<file path="config.mk">
export PLATFORM = sky130hd
export DESIGN_NAME = ft2232h_rx
export DESIGN_NICKNAME = d
export VERILOG_FILES = /design/src/rtl/ft2232h_pkg.sv /design/src/rtl/ft2232h_rx_fifo.sv /design/src/rtl/ft2232h_rx.sv
export SDC_FILE = /design/constraint.sdc
export NUM_CORES = 1
export LEC_CHECK = 0
export CAP_MARGIN = 25
export CORE_MARGIN = 2
export CORE_UTILIZATION = 30
export CTS_CLUSTER_SIZE = 20
export DETAILED_ROUTE_END_ITERATION = 16
export GPL_TIMING_DRIVEN = 1
export SLEW_MARGIN = 30
export SYNTH_ARGS = -nofsm -noshare
export SYNTH_HDL_FRONTEND = slang
export SYNTH_HIERARCHICAL = 1
export SYNTH_SLANG_ARGS = --single-unit
</file>
<file path="constraint.sdc">
create_clock -name clk -period 3.15 [get_ports clk]
set_input_delay 0.7875 -clock clk [delete_from_list [all_inputs] [get_ports clk]]
set_output_delay 0.7875 -clock clk [all_outputs]
set_load 0.01 [all_outputs]
</file>
<file path="src/rtl/ft2232h_pkg.sv">
// ft2232h_pkg
//   Shared definitions for the FT2232H synchronous-FIFO receive path:
//   the read FSM state encoding, the device data-bus width and the
//   OE#-to-RD# latency (one CLKOUT cycle of bus turnaround before the
//   first read strobe).
package ft2232h_pkg;

   localparam int BUS_W        = 8;
   localparam int OE_TO_RD_LAT = 1;

   typedef enum logic [1:0] {
      ST_IDLE = 2'd0,
      ST_OE   = 2'd1,
      ST_READ = 2'd2,
      ST_TURN = 2'd3
   } state_t;

endpackage

</file>
<file path="src/rtl/ft2232h_rx_fifo.sv">
// ft2232h_rx_fifo
//   Synchronous first-word-fall-through receive buffer.
//   Ports:
//     clk, rst_n        clock, asynchronous active-low reset
//     push, wdata       write request and byte
//     pop               read request (ignored while empty)
//     rdata             head byte, 8'h00 while empty
//     level             occupancy 0..DEPTH
//     full, empty       occupancy flags
//   Push and pop on the same edge both take effect, including when full.
module ft2232h_rx_fifo
   import ft2232h_pkg::*;
#(
   parameter int DEPTH = 8
) (
   input  logic                       clk,
   input  logic                       rst_n,
   input  logic                       push,
   input  logic [BUS_W-1:0]           wdata,
   input  logic                       pop,
   output logic [BUS_W-1:0]           rdata,
   output logic [$clog2(DEPTH):0]     level,
   output logic                       full,
   output logic                       empty
);

   localparam int AW = $clog2(DEPTH);
   localparam int LW = AW + 1;

   logic [BUS_W-1:0] mem [DEPTH];
   logic [AW-1:0]    wr_ptr;
   logic [AW-1:0]    rd_ptr;
   logic [LW-1:0]    count;
   logic             do_push;
   logic             do_pop;

   assign full    = (count == LW'(DEPTH));
   assign empty   = (count == '0);
   assign do_pop  = pop && !empty;
   // A pop on the same edge frees the slot, so a full buffer may still accept.
   assign do_push = push && (!full || do_pop);
   assign level   = count;
   assign rdata   = empty ? '0 : mem[rd_ptr];

   always_ff @(posedge clk) begin
      if (do_push) begin
         mem[wr_ptr] <= wdata;
      end
   end

   // Pointers are AW bits wide, so they wrap modulo DEPTH on their own;
   // the separate count distinguishes full from empty.
   always_ff @(posedge clk or negedge rst_n) begin
      if (!rst_n) begin
         wr_ptr <= '0;
         rd_ptr <= '0;
         count  <= '0;
      end else begin
         if (do_push) wr_ptr <= wr_ptr + AW'(1);
         if (do_pop)  rd_ptr <= rd_ptr + AW'(1);
         case ({do_push, do_pop})
            2'b10:   count <= count + LW'(1);
            2'b01:   count <= count - LW'(1);
            default: count <= count;
         endcase
      end
   end

endmodule

</file>
<file path="src/rtl/ft2232h_rx.sv">
// ft2232h_rx
//   FT2232H synchronous-FIFO receive controller with an on-chip FWFT buffer.
//   Optional feature macro: FT2232H_RX_BYTE_COUNT_EN adds byte_count[31:0].
//   Ports:
//     clk         60 MHz CLKOUT from the device
//     rst_n       asynchronous active-low reset
//     rxf_n       RXF#, low while the device holds unread data
//     data_in     ADBUS, driven by the device while oe_n is low
//     oe_n, rd_n  OE# / RD#, registered
//     data_out    head byte of the buffer (first-word-fall-through)
//     data_valid  buffer non-empty
//     data_ready  consumer accept
//     level       buffer occupancy 0..DEPTH
//     fsm_state   current read FSM state, for observation
//     byte_count  bytes captured since reset (only with the macro)
//   Handshake: a byte leaves the buffer at every edge where data_valid and
//   data_ready are both high; data_out/data_valid are held until then.
module ft2232h_rx
   import ft2232h_pkg::*;
#(
   parameter int DEPTH = 8
) (
   input  logic                   clk,
   input  logic                   rst_n,
   input  logic                   rxf_n,
   input  logic [BUS_W-1:0]       data_in,
   output logic                   oe_n,
   output logic                   rd_n,
   output logic [BUS_W-1:0]       data_out,
   output logic                   data_valid,
   input  logic                   data_ready,
   output logic [$clog2(DEPTH):0] level,
   output state_t                 fsm_state
`ifdef FT2232H_RX_BYTE_COUNT_EN
   ,
   output logic [31:0]            byte_count
`endif
);

   localparam int LW = $clog2(DEPTH) + 1;

   state_t        state;
   state_t        next_state;
   logic          push;
   logic          pop;
   logic          full;
   logic          empty;
   logic [LW-1:0] post_level;

   // A byte is on the bus and strobed whenever RD# is low and RXF# is low.
   assign push       = (state == ST_READ) && !rd_n && !rxf_n;
   assign pop        = data_valid && data_ready;
   assign data_valid = !empty;
   assign fsm_state  = state;

   // Occupancy after this edge; push only happens below DEPTH, so no wrap.
   assign post_level = level + LW'(push) - LW'(pop && !empty);

   ft2232h_rx_fifo #(
      .DEPTH (DEPTH)
   ) u_fifo (
      .clk   (clk),
      .rst_n (rst_n),
      .push  (push),
      .wdata (data_in),
      .pop   (pop),
      .rdata (data_out),
      .level (level),
      .full  (full),
      .empty (empty)
   );

   always_comb begin
      next_state = state;
      case (state)
         ST_IDLE: if (!rxf_n && !full) next_state = ST_OE;
         // OE# is low for OE_TO_RD_LAT cycle before RD# drops.
         ST_OE:   next_state = rxf_n ? ST_TURN : ST_READ;
         ST_READ: begin
            if (rxf_n || (post_level >= LW'(DEPTH))) next_state = ST_TURN;
         end
         ST_TURN: next_state = ST_IDLE;
         default: next_state = ST_IDLE;
      endcase
   end

   // Strobes are registered from next_state so they line up with state
   // and rxf_n never reaches rd_n combinationally.
   always_ff @(posedge clk or negedge rst_n) begin
      if (!rst_n) begin
         state <= ST_IDLE;
         oe_n  <= 1'b1;
         rd_n  <= 1'b1;
      end else begin
         state <= next_state;
         oe_n  <= !((next_state == ST_OE) || (next_state == ST_READ));
         rd_n  <= (next_state != ST_READ);
      end
   end

`ifdef FT2232H_RX_BYTE_COUNT_EN
   always_ff @(posedge clk or negedge rst_n) begin
      if (!rst_n) begin
         byte_count <= '0;
      end else if (push) begin
         byte_count <= byte_count + 32'd1;
      end
   end
`endif

endmodule

</file>
# After elaboration in Yosys (flattened, before gate mapping)
# Memories as Yosys holds them, arrays and structs flattened.
# Cells that the tools add are included.
# totals
inputBits	12
regBits	14
n_memories	1
out_inout_bits	17
ramBits	64
# memory_table
memory	depth	width	read_ports	rd_clocked_by_memory_dff	wr	line_no	rtl
u_fifo.mem	8	8	1	0	1	ft2232h_rx_fifo.sv:30	logic [BUS_W-1:0] mem [DEPTH];
# op_classes
n_eq_ne	9
n_addsub	6
mux	8
n_reduce_logical	17
n_lt_le_gt_ge	1
# ops
op	n
2-bit == test (second input constant)	4
8-bit 2-to-1 mux	1
2-bit one-hot mux with 4 select lines	1
4-bit one-hot mux with 2 select lines	1
3-bit by 1-bit adder with 3-bit output (second input constant)	2
2-bit by 1-bit == test with 1-bit output (second input constant)	3
1-bit logical AND	6
1-bit zero test	5
4-bit by 1-bit adder with 4-bit output	1
4-bit by 1-bit adder with 4-bit output (second input constant)	1
4-bit == test (second input constant)	1
4-bit greater-or-equal comparator (second input constant)	1
4-bit zero test	1
2-bit 2-to-1 mux	2
4-bit by 1-bit subtractor with 4-bit output	1
4-bit by 1-bit subtractor with 4-bit output (second input constant)	1
1-bit logical OR	3
1-bit 2-to-1 mux	3
2-bit zero test	1
2-bit != test (second input constant)	1
2-bit nonzero test	1

# Depth between registers and ports, before layout
# Gate-level depths: netlist of run 1.
# depth
depth_word	12
mapped_depth	13
mapped_depth_nobuf	12

# Modules after synthesis
# The synthesis of run 1 kept the hierarchy.
# by_module_without_submodules
module	area_per_inst_um2	cells_per_inst	n_inst	seq_area_each_um2
ft2232h_rx_fifo	3165.5	182	1	2172.1
ft2232h_rx	324.1	34	1	102.6

# Worst setup path before layout of run 1
# Ideal clock, no wire load.
# synth_path
path_type	input -> register
start	input rxf_n
end	memory u_fifo.mem[1][0], enable pin
required_time_ns	2.767
t_arrival_ns	2.695
cell_stages	7
path_buffers	1
setup_slack_ns	0.072
cell_sequence	or3b_2 inv_1 buf_2 inv_1 a31oi_1 nand2_1 nor3_1
# synth_between
elab_chain_len	5
# synth_lines
item	line_no	rtl
start, declared	ft2232h_rx.sv:25	input logic rxf_n,
1-bit zero test	ft2232h_rx.sv:51	assign push = (state == ST_READ) && !rd_n && !rxf_n;
1-bit logical AND	ft2232h_rx.sv:51	
via push	ft2232h_rx.sv:44	logic push;
1-bit logical AND	ft2232h_rx_fifo.sv:41	assign do_push = push && (!full || do_pop);
1-bit 2-to-1 mux	ft2232h_rx_fifo.sv:46	if (do_push) begin
1-bit 2-to-1 mux (not written as such)	ft2232h_rx_fifo.sv:47	mem[wr_ptr] <= wdata;
end, declared	ft2232h_rx_fifo.sv:30	
# The timed path passes the listed nets, and every way through them passes these cells.

# Worst setup path after layout of run 1
# layout_path
start	register u_fifo.count[1] (netlist: u_fifo/level[1])
end	output data_out[1]
# layout_between
elab_chain_len	2
# layout_lines
item	line_no	rtl
start, declared	ft2232h_rx_fifo.sv:33	logic [LW-1:0] count;
start signal, assigned	ft2232h_rx_fifo.sv:62	2'b10: count <= count + LW'(1);
start signal, assigned	ft2232h_rx_fifo.sv:63	2'b01: count <= count - LW'(1);
start signal, assigned	ft2232h_rx_fifo.sv:64	default: count <= count;
4-bit zero test	ft2232h_rx_fifo.sv:38	assign empty = (count == '0);
via empty	ft2232h_rx.sv:47	logic empty;
8-bit 2-to-1 mux	ft2232h_rx_fifo.sv:43	assign rdata = empty ? '0 : mem[rd_ptr];
end, declared	ft2232h_rx.sv:29	output logic [BUS_W-1:0] data_out,
# The timed path passes the listed nets, and every way through them passes these cells.

==> flow_summary.json, run 1 <==
{
  "ctsHoldBuffers": 0,
  "io_pins": 29,
  "post-route-util_pct": 38.58,
  "relSlewSlack_pct": 55.15,
  "grt_usage_pct": 11.43,
  "power_density_nw_per_um2": 921.2,
  "grt_first_pass_wirelength_mm": 10.89,
  "dr_total_vias": 2021,
  "drc": 0,
  "min_period_ps": 2992,
  "cts_buffers": 9,
  "antenna_cells_inserted": 0,
  "crit_type": "flop to output pin",
  "die_x_um": 111.9,
  "yosysWarningCount": 6,
  "tns_ps": 0,
  "critPathLaunchType": "flop",
  "first_global_vias": 2068,
  "syn_avg_cell_area_um2": 16.16,
  "grt_overflow": 0,
  "crit_family": "buffers and inverters",
  "critPathBufInv": 3,
  "root_buffer": "clkbuf_16",
  "final_nets": 296,
  "rsz0062_at_grt": "false",
  "finalSetupViolations": 0,
  "synth_top_area_share_pct": 55.07,
  "dpl.hpwl_mm": 4.621,
  "ys.flop_type": "edfxtp_1",
  "p_leak_nw": 1.611,
  "antenna_found_initial": 0,
  "status": "completed",
  "cts.clk_slew.worst_paths_ps": 60,
  "hold_class": "flop to flop",
  "tightest_slew_ps": 670.6,
  "netlist.top_cell.by_area": "edfxtp_1",
  "cp.arrival_ps": 2200,
  "cts_htree_levels": 3,
  "post_cts_resize_count": 0,
  "viasPerCell": 4.823,
  "path_max_fanout": 9,
  "ys_top_cells_by_area": "edfxtp_1, mux4_2, dfrtp_1, ha_1, mux2i_1",
  "synth_edf_count": 64,
  "drt_iter0_markers": 81,
  "cts_sinks": 78,
  "insertion_delay_ps": 330,
  "synth_cell_types": 44,
  "async_reset_ff_share_pct": 17.95,
  "critical_path.endpoint_type": "output pin",
  "synth.ff_latch_count": 78,
  "clock_skew_ps": 5.173,
  "finalHoldViolations": 0,
  "die_y_um": 111.9,
  "synth_cells": 216,
  "report.final.slew_viol_count": 0,
  "maxCapViolations": 0,
  "dr.pass1.iters": 4,
  "synth_most_common_cell": "edfxtp_1",
  "postCtsSetupBuffers": 0,
  "drive_gt1_share_pct": 23.91,
  "cp.required_ps": 2360,
  "wl_mm": 6.834,
  "seq_area_frac_synth_pct": 65.18,
  "ant_nets": 0,
  "syn_nets": 241,
  "fin_crit_sh_pct": 94.97,
  "cpPeakStageDelay_ps": 510,
  "dieArea_um2": 12510,
  "fmax_mhz": 334.3,
  "slowest_stage": "or4_4",
  "synth_area_um2": 3490,
  "grt_max_degree": 19,
  "coreArea_um2": 11370,
  "area_delta_synth_final_pct": 25.71,
  "rows": 39,
  "port_buffers": 28,
  "gp_congestion": 0.7929,
  "ir_drop_mv": 0.3662,
  "synthTopCellsByCount": "edfxtp_1, mux4_2, nor2_1",
  "wire_per_inst_um": 16.31,
  "start_util_pct": 30.69,
  "cts_tree": "yes",
  "cts_buffer_depth": 2,
  "path_cells": "or4_4, clkinv_2, buf_4, nor2_1, clkdlybuf4s50_1"
}
[where the power goes]
group | leakage (nW) | switching, mW | internal (mW) | total [mW]
sequential | 0.743 | 0.122 | 1.24 | 1.36
combinational | 0.727 | 0.789 | 0.895 | 1.68
clock | 0.141 | 0.387 | 0.607 | 0.994
total | 1.61 | 1.30 | 2.74 | 4.04
[path summary, 6_finish.rpt]
| check | from | end | slack, ps | depth (start not counted) |
|---|---|---|---|---|
| max in group asynchronous | rst_n | u_fifo/rd_ptr[2]$_DFFE_PN0N_ | 1850 | 1 |
| min in group asynchronous | rst_n | u_fifo/level[3]$_DFFE_PN0P_ | 870 | 1 |
| worst min register to register | u_fifo/wr_ptr[0]$_DFFE_PN0P_ | u_fifo/wr_ptr[0]$_DFFE_PN0P_ | 520 | 1 |
| worst min-delay path | u_fifo/wr_ptr[0]$_DFFE_PN0P_ | u_fifo/wr_ptr[0]$_DFFE_PN0P_ | 520 | 1 |
| worst max register to register | u_fifo/level[1]$_DFFE_PN0P_ | oe_n$_DFF_PN1_ | 380 | 11 |
| worst max-delay path | u_fifo/level[1]$_DFFE_PN0P_ | data_out[1] | 160 | 5 |
[logic make-up (layout without fill, tap and decap cells)]
kind of cell,Yosys count,after routing,share of synthesized area [%]
DFF,78,78,65.18
buffers and inverters,25,85,3.585
xor gates and xnor gates,6,6,1.506
and+or+nand+nor,46,46,6.849
AOI/OAI and AO/OA,20,20,4.160
muxes,28,28,13.84
adders and majority gates,13,13,4.876
[sequential cells by signal (all words and copies together), names as in the netlist]
register,cells
rd_n,1
u_fifo/rd_ptr,3
oe_n,1
u_fifo/wr_ptr,3
u_fifo/mem,64
u_fifo/level,4
fsm_state,2
[per-stage QoR]
step           instance area (um2)  instances  hold WS [ps]  setup slack [ps]  total power [mW]
6_report                      4387        419         522.4             158.3             4.041
5_1_grt                       4387        419         539.4             48.03             4.296
4_1_cts                       4387        419         524.3             124.8             4.093
3_5_place_dp                  4098        403         519.9             17.96             3.086
3_3_place_gp                  4098        403         520.5             66.78             3.056
2_1_floorplan                 3490        216         480.5             71.76             2.459
[per-layer routing]
layer | GRT usage [%] | vias up | share of wire, %
met5 | 0 | - | 0
met4 | 3.292 | 0 | 0.38
met3 | 3.212 | 2 | 4.3
met2 | 17.74 | 45 | 49
met1 | 15.81 | 1042 | 47
li1 | - | 932 | -
[cells in the final DEF (no fill, tap or decap), types with 2 or more instances in the layout]
master           count
or3_1                3
clkinv_2             3
clkbuf_16            9
nor2_1              16
buf_12               2
inv_1               15
ha_1                12
nor2b_1              2
nand2b_1             5
a31oi_1              3
nand3_1              4
a21oi_1              4
nor3_1               5
mux2i_1             10
dfrtp_1             12
mux2_1               2
o22ai_1              2
xnor2_1              5
clkinv_1             2
clkdlybuf4s50_1     28
buf_4               23
nand2_1              5
mux4_2              16
dfstp_2              2
edfxtp_1            64
[layout make-up]
type                       count  area, um2
inverter                      16      61.31
sequential                    78       2275
timing repair buffer          53      493.0
multi-input combinational    113       1090
clock inverter                 7      63.81
clock buffer                   9      225.2
fill                        1065       6983
tap                          143      178.9
[worst register-to-register path, delay by kind of cell (launching register included)]
| family | cells | cell delay [ps] |
|---|---|---|
| simple gates | 4 | 860 |
| buf+inv | 3 | 370 |
| compound gates | 1 | 300 |
| fa+ha+maj | 3 | 680 |
| flops | 1 | 490 |
Note: power is estimated with default switching activity, not from simulation.
==> run 2: changes to the inputs <==
--- a/config.mk
+++ b/config.mk
@@ -6,7 +6,6 @@
 export NUM_CORES = 1
 export LEC_CHECK = 0
 export CAP_MARGIN = 25
-export CORE_MARGIN = 2
 export CORE_UTILIZATION = 30
 export CTS_CLUSTER_SIZE = 20
 export DETAILED_ROUTE_END_ITERATION = 16
==> run 2 against run 1 <==
Cell count down 0.72%; largest power group unchanged; critical path type unchanged; highest routed layer unchanged; setup slack better by 28 ps; sequential share of layout area up 0.074 points.
==> flow_summary.json, run 2 (synthesized netlist as in run 1, its figures left out) <==
{
  "status": "completed",
  "ff_latch_area_um2": 2275,
  "io_pins": 29,
  "drt_iter0_markers": 173,
  "slowest_stage": "mux4_2",
  "grt_first_pass_wirelength_mm": 11.01,
  "multi_input_area_um2": 1090,
  "grt_overflow": 0,
  "fin_crit_sh_pct": 94.07,
  "drc": 0,
  "ant_nets": 0,
  "critPathBufInv": 2,
  "coreArea_um2": 11370,
  "power_density_nw_per_um2": 934.3,
  "finalSetupViolations": 0,
  "report.final.slew_viol_count": 0,
  "finalHoldViolations": 0,
  "path_max_fanout": 18,
  "antenna_found_initial": 0,
  "dr.pass1.iters": 4,
  "wire_per_inst_um": 16.52,
  "wl_met3_um": 199,
  "clockPowerShare_pct": 25.8,
  "critical_path.endpoint_type": "output pin",
  "min_period_ps": 2963,
  "insertion_delay_ps": 330,
  "maxCapViolations": 0,
  "drive_gt1_share_pct": 23.81,
  "power_frac_comb_pct": 41.0,
  "relSlewSlack_pct": 56.24,
  "first_global_vias": 2016,
  "dr_total_vias": 1973,
  "ctsHoldBuffers": 0,
  "final_nets": 293,
  "grt_max_degree": 19,
  "cp.required_ps": 2360,
  "whs_ps": 531.9,
  "post-route-util_pct": 38.53,
  "rows": 39,
  "largest_register_ffs": 64,
  "power_frac_seq_pct": 33.3,
  "cp.arrival_ps": 2180,
  "tightest_slew_ps": 654.4,
  "start_util_pct": 30.69,
  "grt_usage_pct": 12.84,
  "tns_ps": 0,
  "swShare_pct": 32.74,
  "ir_drop_mv": 0.3093,
  "cpPeakStageDelay_ps": 530,
  "cts_tree": "yes",
  "dieArea_um2": 12070,
  "crit_type": "flop to output pin",
  "power_switching_mw": 1.340,
  "die_x_um": 109.9,
  "port_buffers": 28,
  "root_buffer": "clkbuf_16",
  "die_y_um": 109.9,
  "gp_congestion": 0.7801,
  "area_delta_synth_final_pct": 25.53,
  "cts_sinks": 78,
  "cts_htree_levels": 3,
  "p_leak_nw": 1.603,
  "top_layer": "met4",
  "fillers": 1067,
  "fmax_mhz": 337.5,
  "post_cts_resize_count": 0,
  "path_cells": "buf_12, mux4_2, mux2i_1, nor2_1, clkdlybuf4s50_1",
  "wl_met2_mm": 3.403,
  "clock_skew_ps": 8.399,
  "cts.clk_slew.worst_paths_ps": 70,
  "critPathLaunchType": "flop",
  "layout_common_cells": "edfxtp_1, clkdlybuf4s50_1, buf_4",
  "cts_buffer_depth": 2,
  "hold_class": "flop to flop",
  "top_register": "u_fifo/mem",
  "intPower_mw": 2.753,
  "cts_buffers": 9,
  "final_common_cell": "edfxtp_1",
  "antenna_cells_inserted": 0,
  "crit_family": "multiplexers",
  "m1WireLength_mm": 3.191,
  "rsz0062_at_grt": "false",
  "dpl.hpwl_mm": 4.607,
  "viasPerCell": 4.743,
  "postCtsSetupBuffers": 0,
  "wl_mm": 6.872
}
run 2: changes by cell type in the layout (fill, tap and decap cells not counted):
cell,change
buf_4,-3
clkinv_1,-2
inv_6,+2
clkinv_2,-1
inv_8,+1
run 2: routing by layer:
metal | global-route usage [%] | vias up
met4 | 4.190 | 0
met2 | 20.80 | 34
met1 | 16.47 | 1003
met5 | 0 | -
met3 | 3.734 | 6
li1 | - | 930
run 2: worst register-to-register path: cells and delay by family (launching register included):
family,cells,cell delay [ps]
compound gates,1,330
flops,1,540
simple gates,4,1120
buf+inv,3,620
run 2: path summary, 6_finish.rpt:
kind | startpoint | endpoint | slack [ps] | depth (start not counted)
worst min register to register | u_fifo/wr_ptr[0]$_DFFE_PN0P_ | u_fifo/wr_ptr[0]$_DFFE_PN0P_ | 530 | 1
worst max register to register | u_fifo/level[1]$_DFFE_PN0P_ | u_fifo/mem[1][3]$_DFFE_PP_ | 260 | 8
min in group asynchronous | rst_n | fsm_state[0]$_DFF_PN0_ | 860 | 1
worst min-delay path | u_fifo/wr_ptr[0]$_DFFE_PN0P_ | u_fifo/wr_ptr[0]$_DFFE_PN0P_ | 530 | 1
worst max-delay path | u_fifo/rd_ptr[0]$_DFFE_PN0N_ | data_out[0] | 190 | 5
max in group asynchronous | rst_n | u_fifo/rd_ptr[1]$_DFFE_PN0N_ | 1870 | 1
run 2: power groups by stage:
stage / sequential, mW / combinational [mW] / clock [mW]
final: 1.36 / 1.68 / 1.05
after global routing: 1.38 / 1.86 / 1.12
after CTS: 1.36 / 1.70 / 1.09
after detailed placement: 1.39 / 1.69 / 0
after global placement: 1.38 / 1.66 / 0
after floorplan: 1.37 / 1.09 / 0
run 2: metrics by stage:
| stage | cells | power (mW) | setup WS, ps | cell area [um2] |
|---|---|---|---|---|
| 6_report | 416 | 4.093 | 186.7 | 4380 |
| 5_1_grt | 416 | 4.364 | 25.73 | 4380 |
| 4_1_cts | 416 | 4.150 | 144.5 | 4380 |
| 3_5_place_dp | 400 | 3.074 | 13.85 | 4075 |
| 3_3_place_gp | 400 | 3.048 | 31.84 | 4075 |
| 2_1_floorplan | 216 | 2.459 | 71.76 | 3490 |
run 2: area by class of cell:
cell class	instances	area share [%]
Inverter	16	1.400
Tap cell	143	4.085
Timing Repair Buffer	50	10.74
Clock buffer	9	5.141
Sequential cell	78	51.93
Multi-Input combinational cell	113	24.88
Clock inverter	7	1.828
